===== src/rtl/word_transmitter.sv =====
// Buffers 32-bit words in a FIFO and sends each one MSB byte first over an 8N1 UART line.
// Define WORD_TRANSMITTER_END_MARKER_EN to send a 0xFFFFFFFF terminator after a finish pulse.
module word_transmitter #(
    parameter int CLKS_PER_BIT = 868,
    parameter int FIFO_DEPTH   = 16
) (
    input  logic        CLK,
    input  logic        RSTN,
    input  logic [31:0] word_in,
    input  logic        word_valid,
    output logic        word_ready,
    input  logic        finish,
    output logic        UART_TX,
    output logic        busy
);
    localparam int AW = $clog2(FIFO_DEPTH);
    localparam logic [15:0] TMAX = 16'(CLKS_PER_BIT - 1);
    localparam logic [AW:0] DEPTH = FIFO_DEPTH[AW:0];
    localparam logic [AW-1:0] PTR_ONE = 1;
    localparam logic [AW:0] CNT_ONE = 1;

    typedef enum logic [1:0] {IDLE, START, DATA, STOP} state_t;

    logic [31:0] mem [FIFO_DEPTH];
    logic [AW-1:0] wr_ptr, rd_ptr;
    logic [AW:0] count, count_d;
    logic ready_q, tx_q, busy_q;
    logic push, pop, fifo_ne;

    state_t state, state_d;
    logic [15:0] timer, timer_d;
    logic [2:0] bit_idx, bit_idx_d;
    logic [1:0] byte_idx, byte_idx_d;
    logic [31:0] shreg, shreg_d;
    logic [7:0] cur_byte;
    logic tick, load, last_tick, have_word;
    logic term_req, hold_ready, busy_hold;

`ifdef WORD_TRANSMITTER_END_MARKER_EN
    logic pend, term_act;

    assign term_req   = pend && !term_act;
    assign hold_ready = pend || finish;
    assign busy_hold  = pend;

    // term_act marks that the word in the shifter is the terminator
    always_ff @(posedge CLK or negedge RSTN) begin
        if (!RSTN) begin
            pend     <= 1'b0;
            term_act <= 1'b0;
        end else begin
            if (load)
                term_act <= !fifo_ne;
            else if (last_tick)
                term_act <= 1'b0;
            if (!pend && finish)
                pend <= 1'b1;
            else if (term_act && last_tick)
                pend <= 1'b0;
        end
    end
`else
    logic unused_finish;

    assign unused_finish = finish;
    assign term_req      = 1'b0;
    assign hold_ready    = 1'b0;
    assign busy_hold     = 1'b0;
`endif

    assign fifo_ne    = (count != '0);
    assign push       = word_valid && ready_q;
    assign pop        = load && fifo_ne;
    assign tick       = (timer == TMAX);
    assign last_tick  = (state == STOP) && tick && (byte_idx == 2'd3);
    assign have_word  = fifo_ne || term_req;
    assign cur_byte   = shreg[31:24];
    assign word_ready = ready_q;
    assign UART_TX    = tx_q;
    assign busy       = busy_q;

    always_comb begin
        count_d = count;
        if (push && !pop)
            count_d = count + CNT_ONE;
        else if (pop && !push)
            count_d = count - CNT_ONE;
    end

    always_comb begin
        state_d    = state;
        timer_d    = timer + 16'd1;
        bit_idx_d  = bit_idx;
        byte_idx_d = byte_idx;
        shreg_d    = shreg;
        load       = 1'b0;
        unique case (state)
            IDLE: begin
                timer_d = '0;
                if (have_word) begin
                    state_d = START;
                    load    = 1'b1;
                end
            end
            START: begin
                if (tick) begin
                    timer_d   = '0;
                    bit_idx_d = '0;
                    state_d   = DATA;
                end
            end
            DATA: begin
                if (tick) begin
                    timer_d   = '0;
                    bit_idx_d = bit_idx + 3'd1;
                    if (bit_idx == 3'd7)
                        state_d = STOP;
                end
            end
            STOP: begin
                if (tick) begin
                    timer_d = '0;
                    if (byte_idx != 2'd3) begin
                        state_d    = START;
                        byte_idx_d = byte_idx + 2'd1;
                        shreg_d    = {shreg[23:0], 8'h00};
                    end else if (have_word) begin
                        state_d = START;
                        load    = 1'b1;
                    end else begin
                        state_d = IDLE;
                    end
                end
            end
            default: state_d = IDLE;
        endcase
        if (load) begin
            byte_idx_d = '0;
            shreg_d    = fifo_ne ? mem[rd_ptr] : 32'hFFFF_FFFF;
        end
    end

    always_ff @(posedge CLK) begin
        if (push)
            mem[wr_ptr] <= word_in;
    end

    always_ff @(posedge CLK or negedge RSTN) begin
        if (!RSTN) begin
            wr_ptr <= '0;
            rd_ptr <= '0;
            count  <= '0;
        end else begin
            if (push)
                wr_ptr <= wr_ptr + PTR_ONE;
            if (pop)
                rd_ptr <= rd_ptr + PTR_ONE;
            count <= count_d;
        end
    end

    // line and busy lag the state by one cycle so both share the frame timeline
    always_ff @(posedge CLK or negedge RSTN) begin
        if (!RSTN) begin
            state    <= IDLE;
            timer    <= '0;
            bit_idx  <= '0;
            byte_idx <= '0;
            shreg    <= '0;
            tx_q     <= 1'b1;
            busy_q   <= 1'b0;
            ready_q  <= 1'b0;
        end else begin
            state    <= state_d;
            timer    <= timer_d;
            bit_idx  <= bit_idx_d;
            byte_idx <= byte_idx_d;
            shreg    <= shreg_d;
            tx_q     <= (state == START) ? 1'b0 :
                        (state == DATA)  ? cur_byte[bit_idx] : 1'b1;
            busy_q   <= (state != IDLE) || busy_hold;
            ready_q  <= (count_d != DEPTH) && !hold_ready;
        end
    end
endmodule

===== config.mk =====
export PLATFORM = sky130hd
export DESIGN_NAME = word_transmitter
export DESIGN_NICKNAME = d
export VERILOG_FILES = /design/src/rtl/word_transmitter.sv
export SDC_FILE = /design/constraint.sdc
export NUM_CORES = 1
export LEC_CHECK = 0
export BUFFER_PORTS_ARGS = -buffer_cell sky130_fd_sc_hd__buf_2
export CORE_MARGIN = 2
export CORE_UTILIZATION = 62
export DETAILED_ROUTE_END_ITERATION = 10
export GPL_TIMING_DRIVEN = 0
export HOLD_SLACK_MARGIN = 0.06
export PLACE_DENSITY = 0.79
export SKIP_CTS_REPAIR_TIMING = 1
export SYNTH_ARGS = -nofsm -noshare
export SYNTH_HDL_FRONTEND = slang
export SYNTH_SLANG_ARGS = --single-unit

===== constraint.sdc =====
create_clock -name CLK -period 3 [get_ports CLK]
set_clock_uncertainty 0.1 [all_clocks]
set_input_delay 0 -clock CLK [delete_from_list [all_inputs] [get_ports CLK]]
set_output_delay 0 -clock CLK [all_outputs]
set_load 0.01 [all_outputs]

=== Word level (Yosys, flattened, before mapping) ===
Memory sizes are Yosys's and may differ from the RTL's.
Cells that the tools add are included.
W data, S select, Z words.

* Flip-flop bits (word level): 71
* RAM bits: 512
* Bits of input ports: 36
* Output and inout bits: 3
* Word-level logic and storage cells: 83
* Memories kept: 1

{| class="wikitable"
|+ Memory list
! memory !! words !! bits a word !! read ports !! clocked after memory_dff !! write ports !! RTL line !! text
|-
| mem || 16 || 32 || 1 || 0 || 1 || 24 || <nowiki>logic [31:0] mem [FIFO_DEPTH];</nowiki>
|}

* $add $sub $neg: 7
* Magnitude comparators: 1
* Equality and inequality tests: 12
* Muxes and demuxes: 34
* Reduce and logical (&&, ||, !) cells: 17

{| class="wikitable"
|+ Operators by type and width
! kind !! number
|-
| $mux W32 || 5
|-
| $pmux W16 S2 || 1
|-
| $mux W2 || 9
|-
| $add A16 B1 Y16 const B || 1
|-
| $eq A16 B10 Y1 const B || 1
|-
| $mux W16 || 1
|-
| $ne A2 B2 Y1 const B || 6
|-
| $mux W1 || 10
|-
| $mux W5 || 2
|-
| $reduce_bool A2 Y1 || 5
|-
| $add A4 B1 Y4 const B || 2
|-
| $pmux W2 S4 || 1
|-
| $mux W3 || 2
|-
| $pmux W3 S2 || 1
|-
| $reduce_and A3 Y1 || 2
|-
| $add A5 B1 Y5 const B || 1
|-
| $ne A5 B5 Y1 const B || 1
|-
| $reduce_and A5 Y1 || 1
|-
| $reduce_bool A5 Y1 || 1
|-
| $sub A5 B1 Y5 const B || 1
|-
| $eq A2 B2 Y1 const B || 2
|-
| $logic_and A1 B1 Y1 || 4
|-
| $lt A3 B4 Y1 const B || 1
|-
| $add A3 B1 Y3 const B || 1
|-
| 8 further kinds || 9
|}

=== Logic depth before layout (Yosys ltp) ===
Gate-level depths: netlist of the first run.

* Word-level depth: 10
* Mapped depth: 8
* Depth with buffers taken out: 8

=== Worst setup path after synthesis of the first run ===
OpenSTA, ideal clock, no wires.

* Path type: register to register
* Start point: register state[0]
* End point: register ready_q, in the netlist word_ready
* Setup time: 0.129 ns
* Arrival: 2.177 ns
* Data required time: 2.771 ns
* Slack: 0.594 ns
* Cell stages (with the launch flop): 8
* Path buffers: 0
* Period minus slack after synthesis: 2.406 ns
* Path through: dfrtp_1 inv_1 ha_1 or3_1 o21ai_2 nand2_2 or3_1 a2111o_1

* Cells in the longest elaborated chain, start to end: 7
* Elaborated cells on any way between the ends: 10
* Those cells by class: 2 x eq/ne; 3 x mux; 5 x reduce/logical

{| class="wikitable"
|+ RTL lines
! what !! RTL line !! text
|-
| start: declaration || 30 || <nowiki>state_t state, state_d;</nowiki>
|-
| start signal: assignment || 174 || <nowiki>state <= state_d;</nowiki>
|-
| $eq A2 B2 Y1 / $logic_not A2 Y1 (equally long branches) || 97 || <nowiki>unique case (state)</nowiki>
|-
| $pmux W1 S2 (*) || 97 ||
|-
| $logic_and A1 B1 Y1 (*) || 73 || <nowiki>assign pop = load && fifo_ne;</nowiki>
|-
| $logic_and A1 B1 Y1 / $logic_not A1 Y1 (equally long branches) || 86, 84 ||
|-
| $mux W5 / $logic_and A1 B1 Y1 (equally long branches) || 86, 84 ||
|-
| $mux W5 (*) || 84 || <nowiki>if (push && !pop)</nowiki>
|-
| $ne A5 B5 Y1 (*) || 182 || <nowiki>ready_q <= (count_d != DEPTH) && !hold_ready;</nowiki>
|-
| end signal: assignment || 182 ||
|-
| end: declaration || 27 || <nowiki>logic ready_q, tx_q, busy_q;</nowiki>
|}

Mark *: on every way between the ends. The rest lies on a longest branch, timed or not.
A chain may end at the register's enable or synchronous reset.

=== Final worst setup path of the first run ===
* Start point: register rd_ptr[0]
* End point: register shreg[9]

* Cells in the longest elaborated chain, start to end: 3

{| class="wikitable"
|+ RTL lines
! what !! RTL line !! text
|-
| start: declaration || 25 || <nowiki>logic [AW-1:0] wr_ptr, rd_ptr;</nowiki>
|-
| start signal: assignment || 157 || <nowiki>rd_ptr <= rd_ptr + PTR_ONE;</nowiki>
|-
| $mem_v2 Z16 W32 || -- ||
|-
| $mux W32 || 139 || <nowiki>shreg_d = fifo_ne ? mem[rd_ptr] : 32'hFFFF_FFFF;</nowiki>
|-
| $mux W32 || 137 || <nowiki>if (load) begin</nowiki>
|-
| end signal: assignment || 178 || <nowiki>shreg <= shreg_d;</nowiki>
|-
| end: declaration || 34 || <nowiki>logic [31:0] shreg, shreg_d;</nowiki>
|}

Every way passes these cells.

==> qor.txt, run 1 <==
Gate power share - 0.087
Net Switching - 4.17 mW
Final setup viols - 0
first-pass GRT wire length - 76.5 mm
clock latency on the worst-skew pair - 0.60 ns
Die H - 196 um
EDFF count, synth - 512
CTS sink cnt - 583
Site Rows - 70
total die area - 38400 um2
GRT overflow - 0
final critical-path required period - 2.95 ns
final cell count without fillers - 1763
RSZ-0062 raised after global routing - true
Worst Setup Start Kind - flip-flop
share of layout cells above drive strength 1 - 0.276
Fmax - 338 MHz
initial antenna violation count - 0
H-tree depth - 2
Clock Power Share - 0.379
RePlAce Congestion - 0.854
final max-slew violation count - 0
Total Neg Setup Slack - 0 ns
Initial Utilization - 0.627
Tightest Hold Check Type - primary input to flip-flop
synthesized net count - 1159
Max-Cap Viols - 0
WL final - 51.7 mm
Peak VDD IR - 0.000545 V
flops & latches, synth - 583
hpwl dp - 30.1 mm
P_leak - 8.76 nW
Num CTS Buffers - 55
CP Max Fanout - 10
port bufs - 37
Cell Int Power - 14.3 mW
CTS tree - done
Via Count - 11700
Final Hold Fails - 0
sw frac - 0.226
vias in the first global route - 11800
Total GRT Usage - 0.279
Unique masters post-synth - 54
vias per cell - 6.63
average wire per standard cell - 29.3 um
Synth Cell Area - 22900 um2
# DRC - 0
I/O pin count - 39
cell total after placement - 1627
final antenna diode count - 0
Tcrit/Tclk final - 0.985
gate count of the mapped netlist - 1106
synth warn - 0
Seq/Total Area, Yosys - 0.751
Routed Antenna Nets - 0
CTS max path bufs - 3
status - complete, no violations
Mean Syn Cell Area - 20.7 um2
Sequential Power Share - 0.534
Crit Path Category - flip-flop to flip-flop
number of DRC markers in iteration 0 - 1443
1st-pass router iterations - 5
nets - 1305
Worst EP arrival - 3.32 ns
Post-synth ARST share - 0.122
Core ar. - 36400 um2
Main synth FF type - edfxtp_1
worst slew pin tran - 1.08 ns
CTS root buf - clkbuf_16
Slew HR - 0.281
worst endpoint required time - 3.36 ns
Filler cells - 2025
Horiz. Die Dim - 196 um
Area Growth Syn to Fin - 14.7%
PD cells - 703 nW/um2
CTS clk-pin slew, worst paths - 0.07 ns
endpoint class of the critical path - flip-flop
pin count of the biggest net entering global routing - 72
==> registers in the layout, summed over array words and instances (netlist names) <==
name,cells
mem,512
shreg,32
timer,16
count,5
rd_ptr,4
wr_ptr,4
bit_idx,3
byte_idx,2
state,2
UART_TX,1
busy,1
word_ready,1
==> metrics by stage <==
step	hold WS (ns)	worst slack (ns)	total power [mW]	utilization	area [um2]
final	0.214	0.0455	18.4	0.720	26200
after global routing	0.216	-0.0119	18.9	0.720	26200
after CTS	-0.530	-0.314	18.4	0.709	25800
after detailed placement	0.0872	-0.244	11.5	0.659	24000
after global placement	0.263	-0.130	11.3	0.648	23600
after floorplan	-0.396	0.594	10.7	-	22900
==> area by class of cell <==
type,count,area (um2),area share
plain buffers,52,249,0.00950
inverters,12,45.0,0.00172
well taps,468,586,0.0223
multi-input cells,459,5450,0.208
clock inverters,30,305,0.0116
repair buffers,89,928,0.0354
clock buffers,70,1500,0.0571
flip-flops and latches,583,17200,0.654
==> power groups by stage <==
stage / combinational, mW / sequential (mW) / clock, mW
2_1_floorplan: 0.815 / 9.93 / 0
3_3_place_gp: 1.31 / 9.98 / 0
3_5_place_dp: 1.54 / 9.99 / 0
4_1_cts: 1.56 / 9.85 / 7.04
5_1_grt: 1.69 / 9.89 / 7.34
6_report: 1.60 / 9.85 / 6.98
==> synth_stat cells (2+ instances only) <==
master      n  share of area
nand2_1    85          0.014
a31oi_1    24         0.0066
or3_2       2        0.00066
ha_1       17         0.0093
o22ai_1     3        0.00082
xnor2_1    13         0.0050
mux4_2    162           0.16
inv_1      12         0.0020
nand2b_1    2        0.00055
and4_1      2        0.00077
nand3_1    17         0.0037
nor4_1      3        0.00082
buf_2      17         0.0037
nor2_1     48         0.0079
nor3b_2     2         0.0011
edfxtp_1  512           0.67
buf_1       6        0.00099
and2_1     14         0.0038
a22o_1      2        0.00077
o21ai_0     4        0.00088
or3_1       3        0.00082
nand4_1     2        0.00055
a21oi_1     7         0.0015
and3_1      7         0.0019
dfrtp_1    70          0.077
xor2_1     11         0.0042
o211ai_1    3        0.00099
nor3_1      3        0.00066
clkbuf_1   28         0.0046
==> metal layers <==
layer / part of all wire / track usage
met5: 0 / 0
met4: 0.036 / 0.107
met3: 0.076 / 0.0476
met2: 0.50 / 0.450
met1: 0.39 / 0.394
==> placed cells by master, fill, tap and decap left out, drive strengths merged, types with 2 or more instances in the layout <==
cell type / n
edfxtp: 512
mux4: 162
clkbuf: 103
nand2: 86
buf: 72
dfrtp: 70
nor2: 48
dlygate4sd3: 36
a31oi: 24
clkinv: 18
nand3: 17
ha: 17
and2: 14
xnor2: 13
inv: 13
xor2: 11
a21oi: 8
and3: 7
bufinv: 6
o21ai: 6
clkinvlp: 5
or3: 5
nor4: 5
nor3: 3
o211ai: 3
o22ai: 3
nor3b: 3
nand2b: 3
nand4: 3
and4: 2
a22o: 2
and4bb: 2
o22a: 2
==> cell families (layout without fill, tap and decap cells) <==
family	count (synthesis)	after routing	share of synthesized area
multiplexers	164	164	0.161
flip-flops	583	583	0.751
AO/OA/AOI/OAI	52	52	0.0153
adder cells (fa/ha/maj)	17	17	0.00931
buffers and inverters	64	253	0.0118
XOR/XNOR	24	24	0.00920
AND/OR/NAND/NOR	202	202	0.0433
==> worst max-delay path, cell delays in order (launching register included) <==
cell and delay, ns:
dfrtp_1 0.40, clkbuf_1 0.17, buf_2 0.32, clkbuf_4 0.40, mux4_2 0.55, mux4_2 0.56
nor2_1 0.22, a31oi_1 0.09
==> path summary, 6_finish.rpt <==
kind	startpoint	end	slack, ns	cells past startpoint
setup / recovery	rd_ptr[0]	shreg[9]	0.05	7
hold / removal	word_in[4]	mem[0][4]	0.21	2
setup reg to reg	rd_ptr[0]	shreg[9]	0.05	7
hold reg to reg	timer[0]	timer[0]	0.39	1
max in group asynchronous	RSTN	shreg[28]	1.20	4
min in group asynchronous	RSTN	timer[1]	0.51	3
Note: power is estimated with default switching activity, not from simulation.
==> inputs of run 2 (changes only) <==
- SETUP_SLACK_MARGIN: not set -> 0.05
==> run 2 against run 1 <==
Against the previous run:
- total power about the same
- global-route usage unchanged
- critical path depth stayed put
- flip-flop and latch count unchanged
- critical path type unchanged
- highest routed layer unchanged
- combinational power about the same
- die area unchanged
- hold slack is essentially flat
==> qor.txt, run 2 (synthesis results as in run 1) <==
pin count of the biggest net entering global routing - 72
CTS tree - done
Total GRT Usage - 0.279
total die area - 38400 um2
CTS sink cnt - 583
Crit Path Category - flip-flop to flip-flop
hpwl dp - 30.1 mm
vias per cell - 6.61
initial antenna violation count - 0
WL final - 51.6 mm
clock latency on the worst-skew pair - 0.60 ns
1st-pass router iterations - 5
Filler cells - 2022
# DRC - 0
fin util - 0.720
Peak VDD IR - 0.000545 V
storage element area - 17200 um2
Slew HR - 0.279
Site Rows - 70
worst endpoint required time - 3.36 ns
R2R Setup Slk - 0.06 ns
average wire per standard cell - 29.3 um
CTS max path bufs - 3
Worst Setup Start Kind - flip-flop
Initial Utilization - 0.627
Placed Area - 24000 um2
Via Count - 11600
P_leak - 8.76 nW
Worst path slowest cell - mux4_2
first-pass GRT wire length - 76.5 mm
CP Max Fanout - 10
Hold WS - 0.214 ns
nets - 1305
CTS root buf - clkbuf_16
Num CTS Buffers - 55
final antenna diode count - 0
fin area - 26200 um2
Fmax - 340 MHz
worst-path cell chain - clkbuf_1 -> buf_2 -> clkbuf_4 -> mux4_2 -> mux4_2 -> nor2_1 -> a31oi_1
Area Growth Syn to Fin - 14.7%
commonest non-fill, non-tap cell in the layout - edfxtp_1
worst slew pin tran - 1.08 ns
vias in the first global route - 11800
Tcrit/Tclk final - 0.980
critical path's most frequent cell - mux4_2
CP max stage delay - 0.56 ns
I/O pin count - 39
H-tree depth - 2
commonest non-fill, non-tap cells in the layout - edfxtp_1, mux4_2, nand2_1, dfrtp_1, clkbuf_16
Final Hold Fails - 0
Core ar. - 36400 um2
Horiz. Die Dim - 196 um
Routed Antenna Nets - 0
share of layout cells above drive strength 1 - 0.276
Total Neg Setup Slack - 0 ns
GRT overflow - 0
endpoint class of the critical path - flip-flop
Final setup viols - 0
Max-Cap Viols - 0
RePlAce Congestion - 0.854
PD cells - 703 nW/um2
multi-input combinational cell area - 5450 um2
Regs by FF count - mem: 512 flops, shreg: 32 flops, timer: 16 flops
final max-slew violation count - 0
max FFs per register - 512
CTS clk-pin slew, worst paths - 0.07 ns
Worst EP arrival - 3.30 ns
number of DRC markers in iteration 0 - 1395
status - complete, no violations
port bufs - 37
Die H - 196 um
RSZ-0062 raised after global routing - true
register name with the most flops - mem
final critical-path required period - 2.94 ns
Tightest Hold Check Type - primary input to flip-flop
run 2: metrics by stage:
stage,instances,setup WS [ns],power (mW)
finish,1763,0.0600,18.4
global route,1763,0.00249,18.9
CTS,1727,-0.314,18.4
detailed placement,1627,-0.244,11.5
global placement,1611,-0.130,11.3
floorplan,1106,0.594,10.7
run 2: layout make-up:
| cell class | instances | area share |
|---|---|---|
| clock buffers | 70 | 0.0571 |
| well taps | 468 | 0.0223 |
| repair buffers | 89 | 0.0354 |
| multi-input cells | 459 | 0.208 |
| inverters | 12 | 0.00172 |
| clock inverters | 30 | 0.0116 |
| flip-flops and latches | 583 | 0.654 |
| plain buffers | 52 | 0.00973 |
run 2: where the power goes:
group          internal [mW]  switching, mW
sequential              9.61          0.232
clock                   4.03           2.95
combinational          0.607          0.987
run 2: final timing paths:
path | to | startpoint | depth (start not counted)
min in group asynchronous | timer[1] | RSTN | 3
max | shreg[9] | rd_ptr[0] | 7
max reg2reg | shreg[9] | rd_ptr[0] | 7
max in group asynchronous | shreg[28] | RSTN | 4
min | mem[4][4] | word_in[4] | 2
min reg2reg | timer[0] | timer[0] | 1
run 2: metal layers:
metal  vias to the layer above  track usage  wire length (um)
li1                       4791            -                 -
met1                      6084        0.394             19800
met2                       657        0.450             25600
met3                       115       0.0476              4240
met4                         0        0.107              1930
met5                         -            0                 0
run 2: worst max-delay path, delay by kind of cell, from the launching register on:
kind	cells	cell delay (ns)
flip-flops	1	0.40
multiplexers	2	1.11
AND/OR/NAND/NOR	1	0.23
buffers and inverters	3	0.87
AO/OA/AOI/OAI	1	0.09
